`config.mk`:
```
export PLATFORM = sky130hd
export DESIGN_NAME = wb_exc_commit
export DESIGN_NICKNAME = d
export VERILOG_FILES = /design/src/rtl/wb_exc_commit_pkg.sv /design/src/rtl/wb_exc_commit_prio.sv /design/src/rtl/wb_exc_commit.sv
export SDC_FILE = /design/constraint.sdc
export NUM_CORES = 1
export LEC_CHECK = 0
export CORE_AREA = 2 2 126 97
export DETAILED_ROUTE_END_ITERATION = 10
export DIE_AREA = 0 0 128 99
export PLACE_DENSITY = 0.91
export SLEW_MARGIN = 10
export SYNTH_ARGS = -nofsm -noshare
export SYNTH_HDL_FRONTEND = slang
export SYNTH_SLANG_ARGS = --single-unit
export TNS_END_PERCENT = 20
```
`constraint.sdc`:
```
create_clock -name clk -period 5.2 [get_ports clk]
set_clock_uncertainty 0.2 [all_clocks]
set_input_delay 0.78 -clock clk [delete_from_list [all_inputs] [get_ports clk]]
set_output_delay 0.78 -clock clk [all_outputs]
set_load 0.01 [all_outputs]
```
`src/rtl/wb_exc_commit_pkg.sv`:
```
// Shared definitions for the writeback exception/commit controller:
// MIPS ExcCode values, exception flag bit positions and FSM states.
package wb_exc_commit_pkg;

    localparam logic [4:0] EXCCODE_INT  = 5'd0;
    localparam logic [4:0] EXCCODE_ADEL = 5'd4;
    localparam logic [4:0] EXCCODE_ADES = 5'd5;
    localparam logic [4:0] EXCCODE_SYS  = 5'd8;
    localparam logic [4:0] EXCCODE_BP   = 5'd9;
    localparam logic [4:0] EXCCODE_RI   = 5'd10;
    localparam logic [4:0] EXCCODE_OV   = 5'd12;

    localparam int FLAG_ADEL_IF = 0;
    localparam int FLAG_RI      = 1;
    localparam int FLAG_OV      = 2;
    localparam int FLAG_SYS     = 3;
    localparam int FLAG_BP      = 4;
    localparam int FLAG_ADEL_D  = 5;
    localparam int FLAG_ADES    = 6;
    localparam int NUM_FLAGS    = 7;

    typedef enum logic {
        ST_RUN      = 1'b0,
        ST_REDIRECT = 1'b1
    } wb_state_t;

endpackage

```
`src/rtl/wb_exc_commit_prio.sv`:
```
// Exception priority encoder: picks the highest-priority cause and
// reports which address (fetch PC or data address) is the bad one.
module exc_prio_enc
    import wb_exc_commit_pkg::*;
(
    input  logic                 int_pend,
    input  logic [NUM_FLAGS-1:0] flags,
    output logic                 exc,
    output logic [4:0]           excode,
    output logic                 sel_data_addr,
    output logic                 sel_pc_addr
);

    always_comb begin
        exc           = int_pend | (|flags);
        excode        = EXCCODE_INT;
        sel_data_addr = 1'b0;
        sel_pc_addr   = 1'b0;
        // Several flags may be set at once; the first match wins.
        priority case (1'b1)
            int_pend: excode = EXCCODE_INT;
            flags[FLAG_ADEL_IF]: begin
                excode      = EXCCODE_ADEL;
                sel_pc_addr = 1'b1;
            end
            flags[FLAG_RI]:  excode = EXCCODE_RI;
            flags[FLAG_OV]:  excode = EXCCODE_OV;
            flags[FLAG_SYS]: excode = EXCCODE_SYS;
            flags[FLAG_BP]:  excode = EXCCODE_BP;
            flags[FLAG_ADEL_D]: begin
                excode        = EXCCODE_ADEL;
                sel_data_addr = 1'b1;
            end
            flags[FLAG_ADES]: begin
                excode        = EXCCODE_ADES;
                sel_data_addr = 1'b1;
            end
            default: ;
        endcase
    end

endmodule

```
`src/rtl/wb_exc_commit.sv`:
```
// Writeback stage: holds the WB register, raises exceptions / ERET to
// CP0, and flushes the pipeline while a fetch redirect is pending.
module wb_exc_commit
    import wb_exc_commit_pkg::*;
#(
    parameter logic [31:0] EXC_VECTOR = 32'hBFC00380,
    parameter int          FLAG_W     = 7
) (
    input  logic              clk,
    input  logic              reset,
    input  logic              ms_valid,
    input  logic [31:0]       ms_pc,
    input  logic              ms_bd,
    input  logic [FLAG_W-1:0] ms_exc_flags,
    input  logic [31:0]       ms_data_addr,
    input  logic              ms_eret,
    output logic              ws_allowin,
    input  logic [7:0]        int_req,
    input  logic              status_ie,
    input  logic              status_exl,
    input  logic [31:0]       cp0_epc,
    output logic              wb_ex,
    output logic [4:0]        wb_excode,
    output logic              wb_bd,
    output logic [31:0]       wb_pc,
    output logic [31:0]       wb_badvaddr,
    output logic              eret_flush,
    output logic              ws_commit,
    output logic              flush,
    output logic              redirect_valid,
    output logic [31:0]       redirect_pc,
    input  logic              redirect_ready
);

    wb_state_t         state;
    logic              ws_valid;
    logic [31:0]       ws_pc;
    logic              ws_bd;
    logic [FLAG_W-1:0] ws_flags;
    logic [31:0]       ws_data_addr;
    logic              ws_eret;

    logic              int_pend;
    logic              exc;
    logic [4:0]        excode;
    logic              sel_data_addr;
    logic              sel_pc_addr;
    logic              in_run;

    assign int_pend = (|int_req) & status_ie & ~status_exl;

    exc_prio_enc u_prio (
        .int_pend      (int_pend),
        .flags         (ws_flags),
        .exc           (exc),
        .excode        (excode),
        .sel_data_addr (sel_data_addr),
        .sel_pc_addr   (sel_pc_addr)
    );

    assign in_run         = (state == ST_RUN);
    assign wb_ex          = in_run & ws_valid & exc;
    assign eret_flush     = in_run & ws_valid & ws_eret & ~exc;
    assign ws_commit      = in_run & ws_valid & ~exc & ~ws_eret;
    assign ws_allowin     = in_run & ~(ws_valid & (exc | ws_eret));
    assign redirect_valid = (state == ST_REDIRECT);
    assign flush          = wb_ex | eret_flush | redirect_valid;

    assign wb_excode = wb_ex ? excode : 5'd0;
    assign wb_bd     = wb_ex & ws_bd;
    assign wb_pc     = wb_ex ? ws_pc : 32'd0;

    always_comb begin
        wb_badvaddr = 32'd0;
        if (wb_ex && sel_data_addr)
            wb_badvaddr = ws_data_addr;
        else if (wb_ex && sel_pc_addr)
            wb_badvaddr = ws_pc;
    end

    always_ff @(posedge clk) begin
        if (reset) begin
            state       <= ST_RUN;
            redirect_pc <= 32'd0;
        end else begin
            case (state)
                ST_RUN: begin
                    if (wb_ex) begin
                        redirect_pc <= EXC_VECTOR;
                        state       <= ST_REDIRECT;
                    end else if (eret_flush) begin
                        redirect_pc <= cp0_epc;
                        state       <= ST_REDIRECT;
                    end
                end
                ST_REDIRECT: begin
                    if (redirect_ready)
                        state <= ST_RUN;
                end
                default: state <= ST_RUN;
            endcase
        end
    end

    always_ff @(posedge clk) begin
        if (reset) begin
            ws_valid     <= 1'b0;
            ws_pc        <= 32'd0;
            ws_bd        <= 1'b0;
            ws_flags     <= '0;
            ws_data_addr <= 32'd0;
            ws_eret      <= 1'b0;
        end else if (ws_allowin) begin
            ws_valid     <= ms_valid;
            ws_pc        <= ms_pc;
            ws_bd        <= ms_bd;
            ws_flags     <= ms_exc_flags;
            ws_data_addr <= ms_data_addr;
            ws_eret      <= ms_eret;
        end else if (wb_ex || eret_flush) begin
            ws_valid <= 1'b0;
        end
    end

endmodule

```
# Word level (Yosys, flattened, before mapping)

Cells that the tools add are included.

Multipliers: 0
Mux-type cells: 30
Div/mod/pow operators: 0
$lt $le $gt $ge: 0
Bitwise operators: 20
Equality and inequality tests: 0
Shifts and indexed selects: 0
Reduce and logical (&&, ||, !) cells: 8
Add/sub/neg operators: 0

Operators with widths:

| operator            | count |
|---|---|
| $mux W32            | 5 |
| $mux W5             | 7 |
| $mux W1             | 15 |
| $and A1 B1 Y1       | 11 |
| $reduce_or A8 Y1    | 1 |
| $reduce_or A7 Y1    | 1 |
| $mux W3             | 2 |
| $not A1 Y1          | 5 |
| $or A1 B1 Y1        | 4 |
| $reduce_bool A2 Y1  | 2 |
| $logic_and A1 B1 Y1 | 2 |
| $pmux W1 S2         | 1 |
| $reduce_and A2 Y1   | 1 |
| $logic_or A1 B1 Y1  | 1 |

Output and inout bits: 108
Memories: 0
Input bits: 119
Bits in writable memories: 0
Bits in latches: 0
ROM bits: 0
Bits in registers: 107

# Longest topological paths before layout

Gate-level depths: netlist of the first run.

Word-level depth: 10
Gate-level depth with buffers: 6
Depth with buffers taken out: 5

# Modules after synthesis

A second synthesis of the first run with hierarchy kept.

Cells, all modules: 600
Area, all modules: 5,170.0 sq um

By module, submodules not included:

| module        | instances | cells an instance | area an instance (sq um) |
|---|---|---|---|
| wb_exc_commit | 1         | 581               | 5,064.9 |
| exc_prio_enc  | 1         | 19                | 105.1 |

# Worst setup path before layout of the first run

No wires, ideal clock.

Path kind: input -> output
From: in int_req[1]
To: out flush
Path buffers: 2
Data required time: 4.220 ns
Slack: 2.137 ns
Data arrival time: 2.083 ns
Stages on the path: 6
Cell sequence: nor4_2 > a211oi_2 > o41ai_2 > buf_4 > buf_6 > inv_1

Longest elaborated chain between the ends: 8
Elaborated cells on any way between the ends: 9
Classes of those cells: bitwise (8); reduce/logical (1)

Ends and longest elaborated chain:

| item                           | line                     | text |
|---|---|---|
| start, declared                | wb_exc_commit.sv:18      | `input logic [7:0] int_req,` |
| $reduce_or A8 Y1 (*)           | wb_exc_commit.sv:50      | `assign int_pend = (\|int_req) & status_ie & ~status_exl;` |
| $and A1 B1 Y1 (*) (2 in a row) | wb_exc_commit.sv:50      |  |
| $or A1 B1 Y1 (*)               | wb_exc_commit_prio.sv:15 | `exc = int_pend \| (\|flags);` |
| $not A1 Y1                     | wb_exc_commit.sv:63      | `assign eret_flush = in_run & ws_valid & ws_eret & ~exc;` |
| $and A1 B1 Y1                  | wb_exc_commit.sv:63      |  |
| $or A1 B1 Y1 (*) (2 in a row)  | wb_exc_commit.sv:67      | `assign flush = wb_ex \| eret_flush \| redirect_valid;` |
| end, declared                  | wb_exc_commit.sv:29      | `output logic flush,` |

Every way passes the cells marked *; elsewhere a longest branch is shown, timed or not.

# Worst setup path after layout of the first run

From: in int_req[0]
To: out wb_badvaddr[16]

Longest elaborated chain between the ends: 8
Elaborated cells on any way between the ends: 11
Classes of those cells: mux (4); bitwise (4); reduce/logical (3)

Ends and longest elaborated chain:

| item                           | line                     | text |
|---|---|---|
| $reduce_or A8 Y1 (*)           | wb_exc_commit.sv:50      |  |
| $and A1 B1 Y1 (*) (2 in a row) | wb_exc_commit.sv:50      |  |
| $or A1 B1 Y1                   | wb_exc_commit_prio.sv:15 |  |
| $and A1 B1 Y1                  | wb_exc_commit.sv:62      | `assign wb_ex = in_run & ws_valid & exc;` |
| $logic_and A1 B1 Y1            | wb_exc_commit.sv:77      | `else if (wb_ex && sel_pc_addr)` |
| $mux W32                       | wb_exc_commit.sv:77      |  |
| $mux W32 (*)                   | wb_exc_commit.sv:75      | `if (wb_ex && sel_data_addr)` |
| end, declared                  | wb_exc_commit.sv:26      | `output logic [31:0] wb_badvaddr,` |

Marks and branches as above.

==> metrics.md, run 1 <==
| Metric | Value |
|---|---|
| Outcome | `complete, no violations` |
| Reg power frac | `44.5%` |
| Reg2reg setup slack | `2320 ps` |
| Final ANT Viol Nets | `0` |
| Slew margin rel. | `29.5%` |
| Core region area | `11,400 um2` |
| Number of core rows | `34` |
| Fraction of layout cells with a size suffix above 1 | `4.54%` |
| Synth top area share | `42.3%` |
| Yosys reg bits | `107` |
| CTS tree | `yes` |
| Sw frac | `27.1%` |
| Hold-fix buffers, CTS | `0` |
| Pre-CTS WS | `843 ps` |
| Avg Inst Size Synth | `8.24 um2` |
| Crit path kind | `input port to output pin` |
| Ys async rst share | `0%` |
| Final Worst Setup Slack | `797 ps` |
| Post-synth EDFFs | `0` |
| Total track usage | `23.6%` |
| Multi-input logic area | `2590 um2` |
| First-pass GRT wire length | `23,800 um` |
| WL met3 | `1360 um` |
| Reg2reg end | `redirect_pc[14]$_SDFFE_PP0P_` |
| Initial core utilization | `44.4%` |
| P_sw | `581 uW` |
| Final RePlAce weighted congestion | `0.859` |
| Chip width | `128 um` |
| Synth Cell Area | `5070 um2` |
| Top cell type by total area after synthesis | `dfxtp_1` |
| Req. time, crit path | `4220 ps` |
| Number of setup buffers added after CTS | `0` |
| Initial DRC count | `278` |
| Residual DRC | `0` |
| Worst Hold Class | `flop to flop` |
| Int Pwr | `1560 uW` |
| Top Layer Used | `met4` |
| Most frequent cells in the layout | `225 x clkdlybuf4s50_1, 173 x nand2_1, 107 x dfxtp_1` |
| CTS Buf Count | `9` |
| Grt total ovfl | `0` |
| Clk slew on worst S/H paths | `70 ps` |
| Period utilization | `84.7%` |
| Yosys cell types | `38` |
| Vias in the first global route | `4,813` |
| Area contributors post-synth | `dfxtp_1 42%, mux2i_1 14%, nand2_1 13%` |
| Largest net degree at the start of global routing | `88` |
| Fin. Hold Viols | `0` |
| Metal2 WL | `6980 um` |
| Fmax | `227 MHz` |
| Setup violators final | `0` |
| Syn Inst Count | `615` |
| DR WL/cell | `16.0 um` |
| Worst-Skew Late Latency | `340 ps` |
| Height of the die | `99 um` |
| Max Fanout on Critical Path | `16` |
| Lkg Pwr | `0.00315 uW` |
| CP endpoint | `wb_badvaddr[16]` |
| Die ar. | `12,700 um2` |
| Most common cell after layout, fill and taps aside | `clkdlybuf4s50_1` |
| Ys Warns | `0` |
| Combinational fraction of design power | `22.1%` |
| Power Density | `279 nW/um2` |
| CP Launch Type | `input port` |
| Share of power burned in the clock network | `33.5%` |
| Initial antenna violation count | `0` |
| Tmin final | `4400 ps` |
| Unrepaired setup endpoints after global routing | `false` |
| PortBufs | `225` |
| Clock root cell | `clkbuf_16` |
| DP HPWL | `10,700 um` |
| Worst-Margin Slew | `1050 ps` |
| Max clock buf depth | `2` |
| Final Hold Slack | `260 ps` |
| Reg-to-Reg Start | `ws_flags[0]$_SDFFE_PP0P_` |
| Nets@finish | `929` |
| PostCTS Resize Cnt | `0` |
| Via Count | `4,968` |
| Register area share after synthesis | `42.3%` |
| Syn Nets | `734` |
| Final wirelength | `15,400 um` |
| Synth-to-Final Area Change | `51.4%` |
| Filler Cells Inserted | `930` |
| Slew Limit Fails | `0` |
| Reg2Reg Depth | `5` |
| WL met1 | `6720 um` |
| Dominant synthesized flop cell | `dfxtp_1` |
| H-tree level count | `3` |
| Vias per cell | `5.18` |
| Kind of end point of the critical path | `output pin` |
| Antenna fix cells | `0` |
| Max-cap viol count | `0` |
| DRT Pass-1 Iters | `4` |
| Clock Sinks | `107` |
| Sequential cell area | `2140 um2` |
| IO Pins | `227` |
| VDD IR max | `0.000178 V` |
| Setup crit start | `int_req[0]` |
| Setup_tns | `0 ps` |
| Arrival time worst endpoint | `3420 ps` |
-- state kept, by name, summed over array words and instances, names as in the netlist --
name,cells
redirect_pc,32
redirect_valid,1
ws_bd,1
ws_data_addr,32
ws_eret,1
ws_flags,7
ws_pc,32
ws_valid,1
-- power by group through the flow --
stage	sequential, uW	clock (uW)	combinational, uW
after floorplan	955	0	271
after global placement	968	0	463
after detailed placement	969	0	472
after CTS	951	731	475
after global routing	962	761	511
final	953	717	472
-- how the worst min path moves through the flow --
stage	cells after the start	startpoint	slack (ps)	end
2_1_floorplan	2	ws_bd$_SDFFE_PP0P_	230	ws_bd$_SDFFE_PP0P_
3_3_place_gp	2	ws_data_addr[12]$_SDFFE_PP0P_	240	ws_data_addr[12]$_SDFFE_PP0P_
3_5_place_dp	2	ws_data_addr[12]$_SDFFE_PP0P_	250	ws_data_addr[12]$_SDFFE_PP0P_
4_1_cts	2	ws_data_addr[31]$_SDFFE_PP0P_	260	ws_data_addr[31]$_SDFFE_PP0P_
5_1_grt	2	ws_data_addr[13]$_SDFFE_PP0P_	270	ws_data_addr[13]$_SDFFE_PP0P_
6_report	2	ws_data_addr[13]$_SDFFE_PP0P_	260	ws_data_addr[13]$_SDFFE_PP0P_
-- cells in the mapped netlist (2+ instances only) --
| library cell | instances |
|---|---|
| nor4_2 | 3 |
| nor3b_1 | 3 |
| nor4_1 | 2 |
| nand2_1 | 173 |
| a21oi_1 | 2 |
| nand3_1 | 4 |
| a22oi_1 | 32 |
| mux2i_1 | 72 |
| a31oi_1 | 13 |
| a32o_1 | 2 |
| dfxtp_1 | 107 |
| clkbuf_1 | 40 |
| buf_4 | 3 |
| o21ai_0 | 13 |
| nor3_1 | 4 |
| inv_1 | 26 |
| o32ai_1 | 20 |
| nand2b_1 | 2 |
| nand4_1 | 3 |
| nor2_1 | 33 |
| buf_6 | 6 |
| buf_2 | 4 |
| and2_1 | 33 |
-- per-stage QoR --
stage / instance area [um2] / util [%] / power (uW) / cells
final: 7670 / 67.3 / 2140 / 959
after global routing: 7670 / 67.3 / 2230 / 959
after CTS: 7670 / 67.3 / 2160 / 959
after detailed placement: 7360 / 64.6 / 1440 / 943
after global placement: 7360 / 64.6 / 1430 / 943
after floorplan: 5070 / - / 1230 / 615
-- cell type report --
type / instances / area share (%)
Inverter: 27 / 1.35
Clock buffer: 11 / 3.03
Sequential cell: 107 / 27.9
Tap cell: 144 / 2.35
Clock inverter: 5 / 1.01
Timing Repair Buffer: 237 / 30.5
Multi-Input combinational cell: 428 / 33.8
-- routing by layer --
layer  track usage [%]  vias up
li1                  -     2464
met1              29.8     2292
met2              39.1      187
met3              6.95       25
met4              7.10        0
met5                 0        -
-- critical path, cell delays in order --
cell             delay [ps]
clkdlybuf4s50_1         430
nor4_2                  360
a211o_1                 340
nand3_2                 390
buf_4                   340
nor2_1                  180
clkdlybuf4s50_1         580
-- kinds of logic (layout without fill, tap and decap cells) --
logic type / after synthesis / after routing / synth area share, %
compound gates: 88 / 88 / 12.9
buf+inv: 80 / 280 / 7.14
mux: 72 / 72 / 14.2
flops: 107 / 107 / 42.3
other cells: 1 / 1 / 0.0740
simple gates: 267 / 267 / 23.4
Note: power is estimated with default switching activity, not from simulation.
==> run 2: changes to the inputs <==
Settings changed: CORE_AREA 2 2 126 97 to 2 2 137 105, DIE_AREA 0 0 128 99 to 0 0 139 107, PLACE_DENSITY 0.91 to 0.82.
Clock period 5.2 ns to 3.7 ns, I/O delays scaled along.
==> metrics.md, run 2 (same netlist as run 1, synthesis figures left out) <==
| Metric | Value |
|---|---|
| H-tree level count | `3` |
| Largest net degree at the start of global routing | `74` |
| Period utilization | `94.9%` |
| CTS tree | `yes` |
| Slew margin rel. | `50.6%` |
| First-pass GRT wire length | `24,500 um` |
| Initial DRC count | `363` |
| PortBufs | `225` |
| Worst-Skew Late Latency | `340 ps` |
| Chip width | `139 um` |
| Max Fanout on Critical Path | `36` |
| Lkg Pwr | `0.00320 uW` |
| Fin. Hold Viols | `0` |
| Power Density | `382 nW/um2` |
| Initial core utilization | `37.5%` |
| Total track usage | `20.2%` |
| DR WL/cell | `15.3 um` |
| Grt total ovfl | `0` |
| Req. time, crit path | `2940 ps` |
| Die ar. | `14,900 um2` |
| Number of instances in the placed design | `981` |
| Reg2reg setup slack | `1210 ps` |
| DP HPWL | `10,700 um` |
| Nets@finish | `936` |
| Fraction of layout cells with a size suffix above 1 | `5.60%` |
| Vias in the first global route | `4,769` |
| Final ANT Viol Nets | `0` |
| Slew Limit Fails | `0` |
| Clk slew on worst S/H paths | `70 ps` |
| Slowest stage delay, CP | `600 ps` |
| Most frequent cells in the layout | `225 x clkdlybuf4s50_1, 173 x nand2_1, 107 x dfxtp_1` |
| VDD IR max | `0.000243 V` |
| Biggest regs | `redirect_pc: 32 flops, ws_data_addr: 32 flops, ws_pc: 32 flops` |
| Height of the die | `107 um` |
| Non-Filler Instances | `998` |
| Arrival time worst endpoint | `2760 ps` |
| Most common cell after layout, fill and taps aside | `clkdlybuf4s50_1` |
| Final wirelength | `15,300 um` |
| Synth-to-Final Area Change | `54.0%` |
| Max-cap viol count | `0` |
| Outcome | `complete, no violations` |
| Residual DRC | `0` |
| Setup_tns | `0 ps` |
| Vias per cell | `4.99` |
| Worst Path Buf+Inv | `3` |
| Filler Cells Inserted | `1,230` |
| Crit path top cell by count | `clkdlybuf4s50_1` |
| Max clock buf depth | `2` |
| Kind of end point of the critical path | `output pin` |
| Initial antenna violation count | `0` |
| Crit-path cells | `clkdlybuf4s50_1 > nor4_2 > a211o_1 > nand3_1 > buf_12 > nor4_1 > clkdlybuf4s50_1` |
| DRT Pass-1 Iters | `4` |
| CP Launch Type | `input port` |
| Finished Core Util | `57.7%` |
| Core region area | `13,500 um2` |
| Crit path kind | `input port to output pin` |
| Worst Hold Class | `flop to flop` |
| Tmin final | `3510 ps` |
| IO Pins | `227` |
| Unrepaired setup endpoints after global routing | `false` |
| Crit-path slowest cell | `clkdlybuf4s50_1` |
| Worst-Margin Slew | `740 ps` |
| Top delay family on crit path | `buffers and inverters` |
| CTS Buf Count | `9` |
| Fmax | `285 MHz` |
| Via Count | `4,976` |
| Final RePlAce weighted congestion | `0.790` |
| Clock Sinks | `107` |
| Number of core rows | `37` |
| Setup violators final | `0` |
| Clock root cell | `clkbuf_16` |
==> run 2: layout make-up <==
| class | count | area (um2) | area share, % |
|---|---|---|---|
| antenna | 1 | 2.50 | 0.0321 |
| clock buffer | 11 | 253 | 3.24 |
| clock inverter | 5 | 45.0 | 0.577 |
| inverter | 27 | 104 | 1.33 |
| multi-input combinational | 428 | 2590 | 33.2 |
| sequential | 107 | 2140 | 27.4 |
| tap | 175 | 219 | 2.81 |
| timing repair buffer | 244 | 2440 | 31.3 |
==> run 2: per-layer routing <==
metal  up-vias  routed length (um)  global-route usage [%]
met2       180                6830                    32.0
met5         -                   0                       0
li1       2479                   -                       -
met1      2304                7190                    27.3
met3        13                1040                    5.90
met4         0                 197                    4.62
==> run 2: power by group <==
group	leakage [uW]	internal, uW	switching (uW)	total, uW
clock network	0.000144	504	449	953
registers	0.000883	1260	84.7	1340
logic	0.00218	366	318	684
==> run 2: metrics by stage <==
stage	hold slack (ps)	power [uW]	cell area, um2	setup slack [ps]
global placement	243	2040	7500	272
detailed placement	247	2050	7500	186
global route	271	3120	7800	3.42
floorplan	230	1720	5070	1090
CTS	258	3010	7800	174
finish	257	2980	7800	188
==> run 2: final timing paths <==
path | startpoint | end | depth (start not counted)
setup / recovery | int_req[1] | wb_excode[0] | 7
setup reg to reg | ws_flags[0]$_SDFFE_PP0P_ | ws_pc[15]$_SDFFE_PP0P_ | 7
hold / removal | ws_data_addr[10]$_SDFFE_PP0P_ | ws_data_addr[10]$_SDFFE_PP0P_ | 2
hold reg to reg | ws_data_addr[10]$_SDFFE_PP0P_ | ws_data_addr[10]$_SDFFE_PP0P_ | 2
==> run 2: worst min-delay path: cells and delay by family, from the launching register on <==
kind             cells  cell delay [ps]
flip-flops           1              310
multiplexers         1               50
AND/OR/NAND/NOR      1               50
==> run 2: what timing repair did <==
item	in CTS	in global routing
gates resized for setup	0	1
endpoints found under the setup margin	0	26
hold buffers	0	0
buffers inserted	0	0
